`src/rtl/id_ex_stage_pkg.sv`:
```
// Shared encodings for the ID/EX register and its ALU control decode.
// Holds the ALU codes, funct values, alu_op classes and control bundle.
package id_ex_stage_pkg;

  localparam logic [3:0] ALU_AND = 4'b0000;
  localparam logic [3:0] ALU_OR  = 4'b0001;
  localparam logic [3:0] ALU_ADD = 4'b0010;
  localparam logic [3:0] ALU_SUB = 4'b0110;
  localparam logic [3:0] ALU_SLT = 4'b0111;
  localparam logic [3:0] ALU_NOR = 4'b1100;

  localparam logic [5:0] F_ADD = 6'b100000;
  localparam logic [5:0] F_SUB = 6'b100010;
  localparam logic [5:0] F_AND = 6'b100100;
  localparam logic [5:0] F_OR  = 6'b100101;
  localparam logic [5:0] F_NOR = 6'b100111;
  localparam logic [5:0] F_SLT = 6'b101010;

  localparam logic [1:0] OP_ADD   = 2'b00;
  localparam logic [1:0] OP_SUB   = 2'b01;
  localparam logic [1:0] OP_RTYPE = 2'b10;
  localparam logic [1:0] OP_OR    = 2'b11;

  typedef struct packed {
    logic valid;
    logic reg_write;
    logic mem_read;
    logic mem_write;
    logic mem_to_reg;
    logic alu_src;
    logic illegal;
  } ctrl_t;

endpackage

```
`src/rtl/id_ex_stage_alu_control_decode.sv`:
```
// Combinational alu_op/funct to 4-bit ALU control translation.
// Unsupported R-type funct falls back to add and raises illegal.
module alu_control_decode
  import id_ex_stage_pkg::*;
(
  input  logic [1:0] alu_op,
  input  logic [5:0] funct,
  output logic [3:0] alu_ctrl,
  output logic       illegal
);

  always_comb begin
    alu_ctrl = ALU_ADD;
    illegal  = 1'b0;
    unique case (alu_op)
      OP_ADD: alu_ctrl = ALU_ADD;
      OP_SUB: alu_ctrl = ALU_SUB;
      OP_OR:  alu_ctrl = ALU_OR;
      OP_RTYPE: begin
        case (funct)
          F_ADD:   alu_ctrl = ALU_ADD;
          F_SUB:   alu_ctrl = ALU_SUB;
          F_AND:   alu_ctrl = ALU_AND;
          F_OR:    alu_ctrl = ALU_OR;
          F_NOR:   alu_ctrl = ALU_NOR;
          F_SLT:   alu_ctrl = ALU_SLT;
          default: illegal  = 1'b1;
        endcase
      end
      default: alu_ctrl = ALU_ADD;
    endcase
  end

endmodule

```
`src/rtl/id_ex_stage.sv`:
```
// ID/EX pipeline register feeding the ALU, with EX/MEM and MEM/WB
// operand forwarding and a load-use stall request back to decode.
module id_ex_stage
  import id_ex_stage_pkg::*;
#(
  parameter int DATA_WIDTH     = 32,
  parameter int REG_ADDR_WIDTH = 5
) (
  input  logic                      clock,
  input  logic                      reset_n,
  input  logic                      valid_in,
  input  logic                      stall,
  input  logic                      flush,
  input  logic [1:0]                alu_op,
  input  logic [5:0]                funct,
  input  logic [DATA_WIDTH-1:0]     read_data_0,
  input  logic [DATA_WIDTH-1:0]     read_data_1,
  input  logic [DATA_WIDTH-1:0]     sign_imm,
  input  logic                      alu_src,
  input  logic                      reg_dst,
  input  logic [REG_ADDR_WIDTH-1:0] rs,
  input  logic [REG_ADDR_WIDTH-1:0] rt,
  input  logic [REG_ADDR_WIDTH-1:0] rd,
  input  logic                      reg_write,
  input  logic                      mem_read,
  input  logic                      mem_write,
  input  logic                      mem_to_reg,
  input  logic                      ex_mem_reg_write,
  input  logic [REG_ADDR_WIDTH-1:0] ex_mem_dest,
  input  logic [DATA_WIDTH-1:0]     ex_mem_result,
  input  logic                      mem_wb_reg_write,
  input  logic [REG_ADDR_WIDTH-1:0] mem_wb_dest,
  input  logic [DATA_WIDTH-1:0]     mem_wb_result,
  output logic [DATA_WIDTH-1:0]     alu_data_in_0,
  output logic [DATA_WIDTH-1:0]     alu_data_in_1,
  output logic [3:0]                alu_control,
  output logic [DATA_WIDTH-1:0]     store_data,
  output logic [REG_ADDR_WIDTH-1:0] write_reg,
  output logic                      valid_out,
  output logic                      reg_write_out,
  output logic                      mem_read_out,
  output logic                      mem_write_out,
  output logic                      mem_to_reg_out,
  output logic                      illegal_funct,
  output logic                      load_use_stall
);

  localparam logic [REG_ADDR_WIDTH-1:0] R0 = '0;

  ctrl_t                     ctrl_d, ctrl_q;
  logic [3:0]                alu_ctrl_d, alu_ctrl_q;
  logic [REG_ADDR_WIDTH-1:0] rs_d, rs_q;
  logic [REG_ADDR_WIDTH-1:0] rt_d, rt_q;
  logic [REG_ADDR_WIDTH-1:0] wr_d, wr_q;
  logic [DATA_WIDTH-1:0]     rs_data_d, rs_data_q;
  logic [DATA_WIDTH-1:0]     rt_data_d, rt_data_q;
  logic [DATA_WIDTH-1:0]     imm_d, imm_q;

  logic [3:0] dec_ctrl;
  logic       dec_illegal;

  alu_control_decode u_dec (
    .alu_op   (alu_op),
    .funct    (funct),
    .alu_ctrl (dec_ctrl),
    .illegal  (dec_illegal)
  );

  always_comb begin
    ctrl_d     = ctrl_q;
    alu_ctrl_d = alu_ctrl_q;
    rs_d       = rs_q;
    rt_d       = rt_q;
    wr_d       = wr_q;
    rs_data_d  = rs_data_q;
    rt_data_d  = rt_data_q;
    imm_d      = imm_q;
    // flush wins over stall; an empty decode slot loads as a bubble
    if (flush || (!stall && !valid_in)) begin
      ctrl_d     = '0;
      alu_ctrl_d = '0;
      rs_d       = '0;
      rt_d       = '0;
      wr_d       = '0;
      rs_data_d  = '0;
      rt_data_d  = '0;
      imm_d      = '0;
    end else if (!stall) begin
      ctrl_d.valid      = 1'b1;
      ctrl_d.reg_write  = reg_write;
      ctrl_d.mem_read   = mem_read;
      ctrl_d.mem_write  = mem_write;
      ctrl_d.mem_to_reg = mem_to_reg;
      ctrl_d.alu_src    = alu_src;
      ctrl_d.illegal    = dec_illegal;
      alu_ctrl_d        = dec_ctrl;
      rs_d              = rs;
      rt_d              = rt;
      wr_d              = reg_dst ? rd : rt;
      rs_data_d         = read_data_0;
      rt_data_d         = read_data_1;
      imm_d             = sign_imm;
    end
  end

  always_ff @(posedge clock or negedge reset_n) begin
    if (!reset_n) begin
      ctrl_q     <= '0;
      alu_ctrl_q <= '0;
      rs_q       <= '0;
      rt_q       <= '0;
      wr_q       <= '0;
      rs_data_q  <= '0;
      rt_data_q  <= '0;
      imm_q      <= '0;
    end else begin
      ctrl_q     <= ctrl_d;
      alu_ctrl_q <= alu_ctrl_d;
      rs_q       <= rs_d;
      rt_q       <= rt_d;
      wr_q       <= wr_d;
      rs_data_q  <= rs_data_d;
      rt_data_q  <= rt_data_d;
      imm_q      <= imm_d;
    end
  end

  logic [DATA_WIDTH-1:0] fwd_a, fwd_b;

  always_comb begin
    fwd_a = rs_data_q;
    if (ex_mem_reg_write && ex_mem_dest != R0 && ex_mem_dest == rs_q)
      fwd_a = ex_mem_result;
    else if (mem_wb_reg_write && mem_wb_dest != R0 && mem_wb_dest == rs_q)
      fwd_a = mem_wb_result;
  end

  always_comb begin
    fwd_b = rt_data_q;
    if (ex_mem_reg_write && ex_mem_dest != R0 && ex_mem_dest == rt_q)
      fwd_b = ex_mem_result;
    else if (mem_wb_reg_write && mem_wb_dest != R0 && mem_wb_dest == rt_q)
      fwd_b = mem_wb_result;
  end

  assign alu_data_in_0  = fwd_a;
  assign alu_data_in_1  = ctrl_q.alu_src ? imm_q : fwd_b;
  assign store_data     = fwd_b;
  assign alu_control    = alu_ctrl_q;
  assign write_reg      = wr_q;
  assign valid_out      = ctrl_q.valid;
  assign reg_write_out  = ctrl_q.reg_write;
  assign mem_read_out   = ctrl_q.mem_read;
  assign mem_write_out  = ctrl_q.mem_write;
  assign mem_to_reg_out = ctrl_q.mem_to_reg;
  assign illegal_funct  = ctrl_q.illegal;

  assign load_use_stall = ctrl_q.valid & ctrl_q.mem_read & (wr_q != R0)
                        & ((wr_q == rs) | (wr_q == rt));

endmodule

```
`config.mk`:
```
export PLATFORM = sky130hd
export DESIGN_NAME = id_ex_stage
export DESIGN_NICKNAME = d
export VERILOG_FILES = /design/src/rtl/id_ex_stage_pkg.sv /design/src/rtl/id_ex_stage_alu_control_decode.sv /design/src/rtl/id_ex_stage.sv
export SDC_FILE = /design/constraint.sdc
export NUM_CORES = 1
export LEC_CHECK = 0
export ABC_CLOCK_PERIOD_IN_PS = 6000
export BUFFER_PORTS_ARGS = -buffer_cell sky130_fd_sc_hd__buf_2
export CORE_ASPECT_RATIO = 2
export CORE_MARGIN = 10
export CORE_UTILIZATION = 45
export DETAILED_ROUTE_END_ITERATION = 8
export PLACE_DENSITY_LB_ADDON = 0.3
export SKIP_CTS_REPAIR_TIMING = 1
export SLEW_MARGIN = 40
export SYNTH_ARGS = -nofsm -noshare
export SYNTH_HDL_FRONTEND = slang
export SYNTH_SLANG_ARGS = --single-unit
```
`constraint.sdc`:
```
create_clock -name clock -period 6 [get_ports clock]
set_clock_uncertainty 0.1 [all_clocks]
set_input_delay 1.2 -clock clock [delete_from_list [all_inputs] [get_ports clock]]
set_output_delay 1.2 -clock clock [all_outputs]
set_load 0.01 [all_outputs]
```
==> flow_summary.yaml, run 1 <==
drt:
  via_per_inst: 6.095
  antenna_left: 0
  routed_wl_microns: 29310
  vias: 7473
  drtPass1Iterations: 8
  drt_iter0_markers: 517
  wire_per_inst_microns: 23.91
  drc_errors: 0
clocking:
  path_clk_slew_ns: 0.06
  cts.sinks: 122
  root_buffer: "clkbuf_16"
  numCtsBuffers: 17
  cts_tree: "yes"
  cts_buffer_depth: 2
  clkLatencyLatePin_ns: 0.42
  h-tree-depth: 4
global_route:
  grt_pass1_vias: 7988
  grt_overflow_total: 0
  grt_use_met1_pct: 29.26
  grt_use_met3_pct: 6.712
  track_usage_pct: 26.26
  grt_antenna_before_repair: 5
  grt_max_degree: 89
  use_met2_pct: 45.30
  grt_pass1_wl_microns: 44500
  grt.busiest_layer: "met2"
critical_path:
  cp.arrival_ns: 3.65
  worst-path-max-fanout: 33
  slowest_stage: "or4b_4"
  required_ns: 4.70
  startpoint_type: "primary input"
  critPathMaxStageDelay_ns: 0.76
  worstSetupPathType: "in2out"
  critPathCaptureType: "output pin"
  path_common_cell: "buf_2"
  crit_chain: "buf_2 > xor2_4 > buf_16 > or4b_4 > or3_1 > a211oi_1 > o31ai_1 > buf_2"
worst_hold_path:
  hold_class: "reg2reg"
finish:
  design_area_sq_um: 9607
  drive_gt1_share_pct: 41.04
  layout.nets: 1214
  syn_to_final_growth_pct: 33.16
  utilization_pct: 60.89
  reg_top3: "imm_q x32, rs_data_q x32, rt_data_q x32"
sta:
  relSlewSlack_pct: 48.70
  slew_violations: 0
  rsz0062_at_grt: "no"
  period_minus_slack_ns: 4.949
  setup_viol: 0
  fin_setup_tns_ns: 0
  hold_viol: 0
  fmax_mhz: 202.1
  min_period_over_period_pct: 82.48
  tightest_slew_ns: 0.7677
  holdWs_ns: 0.3694
yosys:
  synth_compound_area_share_pct: 24.68
  synth_top_family_by_area: "compound AO/OA/AOI/OAI gates"
  synth_fa_ha_area_share_pct: 0
  synthArstFlopShare_pct: 100.0
  synth_nets: 945
  synth_flop_cell: "dfrtp_1"
  synth_area_per_cell_sq_um: 9.762
  synthSimpleGateAreaFrac_pct: 14.27
  syn_inst: 739
  synth_edf_count: 0
  yosysWarnings: 0
  syn_area_sq_um: 7214
  synth_seq_area_share_pct: 42.32
  synth-xor-area-share_pct: 3.642
  synth_cell_type_count: 42
  synth_seq_cells: 122
  synthMuxAreaShare_pct: 9.972
die:
  io-pin-count: 318
  num_rows: 65
  fp.dieW_microns: 109.5
  initial_utilization_pct: 45.73
  core-area_sq_um: 15780
  die_area_sq_um: 21800
  fp.dieH_microns: 199.1
power:
  peakVddDrop_v: 0.0001702
  pwr_density_cell_nw_per_um2: 246.4
  total_power_mw: 2.367
  p_leak_nw: 4.679
flow_run:
  drv_cap: 0
placement:
  place_area_sq_um: 8944
  dpl.hpwl_microns: 20870
  gp_congestion: 0.8562
  io_buffers: 317
run_status:
  status: "completed"
logic make-up after synthesis:
kind of cell,after synthesis
AOI/OAI and AO/OA,228
and+or+nand+nor,207
DFF,122
buffers and inverters,84
muxes,68
xor gates and xnor gates,30
where the power goes:
| part | leakage [nW] | internal [mW] | total [mW] | switching (mW) |
|---|---|---|---|---|
| clock network | 0.291 | 0.685 | 1.09 | 0.402 |
| registers | 1.66 | 0.854 | 0.881 | 0.0273 |
| logic | 2.72 | 0.164 | 0.399 | 0.235 |
Yosys cell counts, drive strengths merged (15+ instances only):
master  number  area [sq um]
dfrtp      122          3053
a22o       112         980.9
clkbuf      56         210.2
nand2       47         176.4
nor2        38         142.6
mux2i       37         370.4
a21oi       35         175.2
nand3       35         175.2
nor3        34         170.2
nor4        32         215.2
o31ai       32         315.3
a31oi       31         193.9
mux2        31         349.1
buf         27         155.1
xnor2       15         131.4
xor2        15         131.4
cell type report:
type,count,area (sq um)
fill,1421,6171
multi-input combinational,533,3886
sequential,122,3057
timing repair buffer,333,1784
clock buffer,21,470.5
tap,201,251.5
clock inverter,11,143.9
antenna,4,10.01
inverter,1,3.754
cells in the final DEF (no fill, tap or decap), drive strengths merged, types with 3 or more instances in the layout:
cell type	instances
a31oi	31
nor4	32
dfrtp	122
a21oi	35
mux2	31
mux2i	37
clkbuf	21
and2	3
clkinv	4
o31ai	32
a22o	112
nor3	34
xnor2	15
nand2	47
bufinv	3
nor2	38
o21ai	12
nor2b	4
nand3	35
or4	3
clkinvlp	4
diode	4
nand4	3
xor2	15
buf	333
critical path: cells and delay by family:
kind / cells / cell delay (ns)
xor+xnor: 1 / 0.25
simple gates: 2 / 1.16
buf+inv: 3 / 0.52
compound gates: 2 / 0.50
stage by stage:
| stage | worst slack [ns] | instances |
|---|---|---|
| floorplan | 1.857 | 739 |
| finish | 1.051 | 1226 |
| global placement | 0.7436 | 1186 |
| detailed placement | 0.8882 | 1188 |
| CTS | 0.8867 | 1220 |
| global route | 0.9480 | 1226 |
final timing paths:
kind	end	slack [ns]	cells after the start	startpoint
setup / recovery	alu_data_in_1[1]	1.05	8	mem_wb_dest[1]
hold / removal	illegal_funct$_DFFE_PN0P_	0.37	1	illegal_funct$_DFFE_PN0P_
setup reg to reg	ctrl_q[1]$_DFFE_PN0P_	4.82	1	ctrl_q[1]$_DFFE_PN0P_
hold reg to reg	illegal_funct$_DFFE_PN0P_	0.37	1	illegal_funct$_DFFE_PN0P_
max in group asynchronous	ctrl_q[1]$_DFFE_PN0P_	4.13	2	reset_n
min in group asynchronous	imm_q[27]$_DFFE_PN0P_	0.67	1	reset_n
metal layers:
| metal | wire length [microns] | vias up |
|---|---|---|
| li1 | - | 3351 |
| met3 | 2326 | 73 |
| met5 | 19 | - |
| met2 | 15360 | 381 |
| met1 | 10560 | 3666 |
| met4 | 1042 | 2 |
No activity file was read; power rests on OpenSTA's default activity.
==> inputs of run 2 (changes only) <==
ABC_AREA = 1   (was unset)
ABC_CLOCK_PERIOD_IN_PS = 4200   (was 6000)
CORE_UTILIZATION = 44   (was 45)
clock period = 4.2 ns   (was 6 ns; I/O delays follow)
==> flow_summary.yaml, run 2 <==
die:
  fp.dieW_microns: 112.8
  core-area_sq_um: 16850
  num_rows: 67
  io-pin-count: 318
  initial_utilization_pct: 44.98
  die_area_sq_um: 23190
  fp.dieH_microns: 205.6
yosys:
  syn_inst: 936
  synth_compound_area_share_pct: 12.60
  yosysMostFrequentCell: "nand2_1"
  syn_area_sq_um: 7579
  synth_area_per_cell_sq_um: 8.097
  synth_top_area_share_pct: 40.28
  synth.top_cells.by_count: "234 x nand2_1, 122 x dfrtp_1, 104 x nand3_1"
  synth_seq_cells: 122
  yosysWarnings: 0
  synth_flop_cell: "dfrtp_1"
  synth_nets: 1142
  synth_fa_ha_area_share_pct: 0
  synth_seq_area_share_pct: 40.28
  ys_top_cells_by_area: "dfrtp_1 40%, nand2_1 12%, a22o_1 8.3%"
  synth_top_area_cell: "dfrtp_1"
  synthArstFlopShare_pct: 100.0
  synthMuxAreaShare_pct: 0.1321
  synthSimpleGateAreaFrac_pct: 36.95
  synth-xor-area-share_pct: 2.311
  synth_cell_type_count: 32
  synth_edf_count: 0
  synth_top_family_by_area: "simple AND/OR/NAND/NOR gates"
clocking:
  path_clk_slew_ns: 0.06
  root_buffer: "clkbuf_16"
  clkLatencyLatePin_ns: 0.41
  numCtsBuffers: 17
  cts.sinks: 122
  cts_buffer_depth: 2
  h-tree-depth: 4
  cts_tree: "yes"
finish:
  reg_top3: "imm_q x32, rs_data_q x32, rt_data_q x32"
  final_common_cell: "buf_2"
  final_cell_mix: "316 x buf_2, 233 x nand2_1, 122 x dfrtp_1"
  multi_input_comb_area_sq_um: 3975
  drive_gt1_share_pct: 35.75
  utilization_pct: 59.21
  layout.nets: 1435
  filler_cell_count: 1605
  design_area_sq_um: 9977
  fin_cells: 1452
  layout.area.seq_sq_um: 3053
  syn_to_final_growth_pct: 31.65
drt:
  routed_wl_microns: 28030
  vias: 7766
  wire_per_inst_microns: 19.30
  drt_iter0_markers: 361
  drtPass1Iterations: 5
  via_per_inst: 5.348
  drc_errors: 0
  antenna_left: 0
critical_path:
  cp.arrival_ns: 2.70
  reg2reg_to: "ctrl_q[1]$_DFFE_PN0P_"
  worst-path-max-fanout: 32
  cp.depth: 12
  path_delay_family: "simple AND/OR/NAND/NOR gates"
  critPathCaptureType: "output pin"
  worstSetupPathType: "in2out"
  startpoint_type: "primary input"
  crit_end: "alu_data_in_1[1]"
  path_buf_inv: 3
  required_ns: 3.26
  crit_chain: "buf_2 > inv_1 > nand2_1 > nand2_1 > nand3_1 > nor2_4 > nand2_4 > nand2_2 > nand3_2 > nand3_1 > nand2_1 > buf_2"
  reg2reg_from: "ctrl_q[1]$_DFFE_PN0P_"
  reg2reg_depth: 3
  path_common_cell: "nand2_1"
  startpoint: "mem_wb_dest[1]"
  critPathMaxStageDelay_ns: 0.43
  rrSetupSlack_ns: 2.55
  slowest_stage: "nand2_4"
sta:
  slew_violations: 0
  fmax_mhz: 274.4
  period_minus_slack_ns: 3.644
  tightest_slew_ns: 0.8325
  relSlewSlack_pct: 44.44
  rsz0062_at_grt: "no"
  hold_viol: 0
  setup_viol: 0
  fin_setup_tns_ns: 0
  holdWs_ns: 0.3383
  min_period_over_period_pct: 86.76
global_route:
  grt_use_met1_pct: 22.84
  grt_pass1_vias: 8372
  grt_pass1_wl_microns: 43810
  track_usage_pct: 23.55
  grt_max_degree: 81
  grt.busiest_layer: "met2"
  grt_use_met3_pct: 8.399
  grt_antenna_before_repair: 4
  use_met2_pct: 43.43
  grt_overflow_total: 0
placement:
  dp_cells: 1417
  io_buffers: 317
  dpl.hpwl_microns: 21520
  place_area_sq_um: 9301
  gp_congestion: 0.8588
power:
  p_leak_nw: 5.574
  peakVddDrop_v: 0.0002807
  pwr_density_cell_nw_per_um2: 372.2
run_status:
  status: "completed"
worst_hold_path:
  hold_class: "in2async"
flow_run:
  drv_cap: 0
## run 2: changes by cell type after synthesis, sizes merged, moves of 32 or more
| cell | delta |
|---|---|
| inv | +62 |
| nand3 | +100 |
| nand2 | +219 |
| nor4 | -32 |
| nand3b | +64 |
| mux2i | -36 |
| o31ai | -32 |
| o21ai | +34 |
| a22o | -40 |
## run 2: worst min-delay path by stage
stage | startpoint | end | slack, ns | cells after the start
after floorplan | imm_q[30]$_DFFE_PN0P_ | imm_q[30]$_DFFE_PN0P_ | 0.37 | 1
after global placement | alu_control[2]$_DFFE_PN0P_ | alu_control[2]$_DFFE_PN0P_ | 0.36 | 2
after detailed placement | alu_control[1]$_DFFE_PN0P_ | alu_control[1]$_DFFE_PN0P_ | 0.36 | 2
after CTS | reset_n | rs_data_q[20]$_DFFE_PN0P_ | 0.36 | 1
after global routing | reset_n | rs_data_q[19]$_DFFE_PN0P_ | 0.38 | 1
final | reset_n | rs_data_q[17]$_DFFE_PN0P_ | 0.34 | 1
## run 2: report_power, final
part           switching (mW)  internal, mW  total [mW]
combinational           0.451         0.305       0.756
sequential             0.0507          1.26        1.31
clock                   0.550          1.10        1.65
## run 2: cell families after synthesis
family | after synthesis
compound gates | 132
xor+xnor | 20
buf+inv | 127
flops | 122
mux | 1
simple gates | 534
## run 2: routing by layer
| metal | vias up | part of all wire, % |
|---|---|---|
| met5 | - | 0.071 |
| met4 | 4 | 3.1 |
| met2 | 316 | 54 |
| met3 | 64 | 8.2 |
| li1 | 3745 | - |
| met1 | 3637 | 35 |
## run 2: cell type report
class	instances	area share [%]
diodes	3	0.07524
clock buffers	21	4.715
clock inverters	11	1.919
inverters	63	2.420
multi-input cells	687	39.84
flip-flops and latches	122	30.60
well taps	207	2.596
repair buffers	338	17.83
## run 2: metrics by stage
step	power (mW)	worst slack (ns)
finish	3.713	0.5559
global route	3.872	0.4312
CTS	3.744	0.5574
detailed placement	2.086	0.5636
global placement	2.075	0.6153
floorplan	1.730	1.422
==> inputs of run 3 (changes only) <==
CORE_MARGIN = unset   (was 10)
==> flow_summary.yaml, run 3 (synthesis results as in run 2) <==
run_status:
  status: "completed"
sta:
  hold_viol: 0
  holdWs_ns: 0.3682
  setup_slack_ns: 0.6183
  min_period_over_period_pct: 85.28
  slew_violations: 0
  relSlewSlack_pct: 50.89
  fmax_mhz: 279.2
  setup_viol: 0
  tightest_slew_ns: 0.7366
  fin_setup_tns_ns: 0
  period_minus_slack_ns: 3.582
  rsz0062_at_grt: "no"
critical_path:
  startpoint_type: "primary input"
  critPathCaptureType: "output pin"
  path_delay_family: "simple AND/OR/NAND/NOR gates"
  reg2reg_depth: 3
  critPathMaxStageDelay_ns: 0.43
  cp.arrival_ns: 2.64
  path_common_cell: "nand3_1"
  worstSetupPathType: "in2out"
  crit_chain: "buf_2 > xnor2_1 > nand3_1 > nor2_4 > nand2_4 > nand2_1 > nand3_1 > nand3_1 > nand2_1 > buf_2"
  required_ns: 3.26
  reg2reg_to: "ctrl_q[1]$_DFFE_PN0P_"
  worst-path-max-fanout: 32
  rrSetupSlack_ns: 2.64
  reg2reg_from: "ctrl_q[1]$_DFFE_PN0P_"
  path_buf_inv: 2
  slowest_stage: "nand2_4"
power:
  combPwrFrac_pct: 21.3
  pwr-share-seq_pct: 37.0
  pwr_density_cell_nw_per_um2: 357.5
  p_sw_mw: 1.019
  clkPwrFrac_pct: 41.7
  p_int_mw: 2.516
  p_leak_nw: 5.535
  peakVddDrop_v: 0.0002693
  p_sw_share_pct: 28.82
drt:
  antenna_left: 0
  wire_per_inst_microns: 17.85
  routed_wl_microns: 25910
  drtPass1Iterations: 6
  drt_iter0_markers: 348
  drc_errors: 0
  via_per_inst: 5.339
  vias: 7747
placement:
  dp_cells: 1417
  place_ws_ns: 0.6058
  place_area_sq_um: 9288
  io_buffers: 317
  gp_congestion: 0.8805
  dpl.hpwl_microns: 18770
die:
  fp.dieW_microns: 94.80
  die_area_sq_um: 17780
  initial_utilization_pct: 45.20
  fp.dieH_microns: 187.6
  core-area_sq_um: 16770
  io-pin-count: 318
  num_rows: 67
finish:
  final_common_cell: "buf_2"
  reg_top3: "imm_q x32, rs_data_q x32, rt_data_q x32"
  final_cell_mix: "316 x buf_2, 233 x nand2_1, 122 x dfrtp_1"
  drive_gt1_share_pct: 35.48
  filler_cell_count: 1584
  syn_to_final_growth_pct: 30.48
  layout.nets: 1435
  design_area_sq_um: 9888
  fin_cells: 1451
clocking:
  cts_tree: "yes"
  numCtsBuffers: 17
  clkLatencyLatePin_ns: 0.41
  h-tree-depth: 4
  path_clk_slew_ns: 0.05
  cts.sinks: 122
  cts_buffer_depth: 2
  root_buffer: "clkbuf_16"
global_route:
  track_usage_pct: 29.47
  grt_max_degree: 89
  grt_antenna_before_repair: 4
  grt_pass1_vias: 8001
  grt_overflow_total: 0
  grt_pass1_wl_microns: 39750
flow_run:
  drv_cap: 0
worst_hold_path:
  hold_class: "in2async"
-- run 3: changes by cell type in the layout (fill, tap and decap cells not counted) --
| cell | change |
|---|---|
| inv_6 | -1 |
| bufinv_16 | -2 |
| clkinvlp_4 | -1 |
| diode_2 | +1 |
| clkinv_4 | -1 |
| clkinv_2 | +2 |
| buf_4 | +1 |
| buf_12 | -1 |
| buf_6 | -1 |
| clkbuf_1 | +2 |
-- run 3: per-layer routing --
layer | global-route usage [%] | vias up | wire length [microns]
li1 | - | 3742 | -
met1 | 30.82 | 3653 | 9458
met2 | 54.29 | 291 | 14240
met3 | 5.515 | 61 | 1297
met4 | 14.39 | 0 | 908
met5 | 0 | - | 0
-- run 3: worst register-to-register path, cell delays in order (launching register included) --
cell and delay (ns):
dfrtp_1 0.37, inv_1 0.47, buf_4 0.38, o21ai_1 0.11
-- run 3: worst max-delay path by stage --
stage	to	slack [ns]	cells past startpoint	start
finish	alu_data_in_1[0]	0.62	10	mem_wb_dest[0]
floorplan	alu_data_in_1[10]	1.42	8	mem_wb_dest[4]
global route	alu_data_in_1[0]	0.48	12	mem_wb_dest[1]
detailed placement	alu_data_in_1[0]	0.61	10	mem_wb_dest[0]
CTS	alu_data_in_1[0]	0.59	10	mem_wb_dest[0]
global placement	alu_data_in_1[0]	0.63	10	mem_wb_dest[0]
-- run 3: stage by stage --
stage | util [%] | power [mW]
after floorplan | - | 1.730
after global placement | 55.40 | 2.065
after detailed placement | 55.40 | 2.076
after CTS | 58.88 | 3.555
after global routing | 58.98 | 3.686
final | 58.98 | 3.535
-- run 3: layout make-up --
type / count / area (sq um) / share of cell area (%)
Multi-Input combinational cell: 687 / 3975 / 40.20
Sequential cell: 122 / 3053 / 30.87
Timing Repair Buffer: 338 / 1769 / 17.89
Clock buffer: 22 / 464.2 / 4.694
Tap cell: 207 / 259.0 / 2.619
Inverter: 63 / 237.7 / 2.404
Clock inverter: 8 / 120.1 / 1.215
Antenna cell: 4 / 10.01 / 0.1012
-- run 3: power groups by stage --
stage,Clock (mW),Combinational (mW),Sequential (mW)
floorplan,0,0.412,1.32
global placement,0,0.742,1.32
detailed placement,0,0.751,1.33
CTS,1.49,0.755,1.31
global route,1.55,0.825,1.32
finish,1.47,0.754,1.31
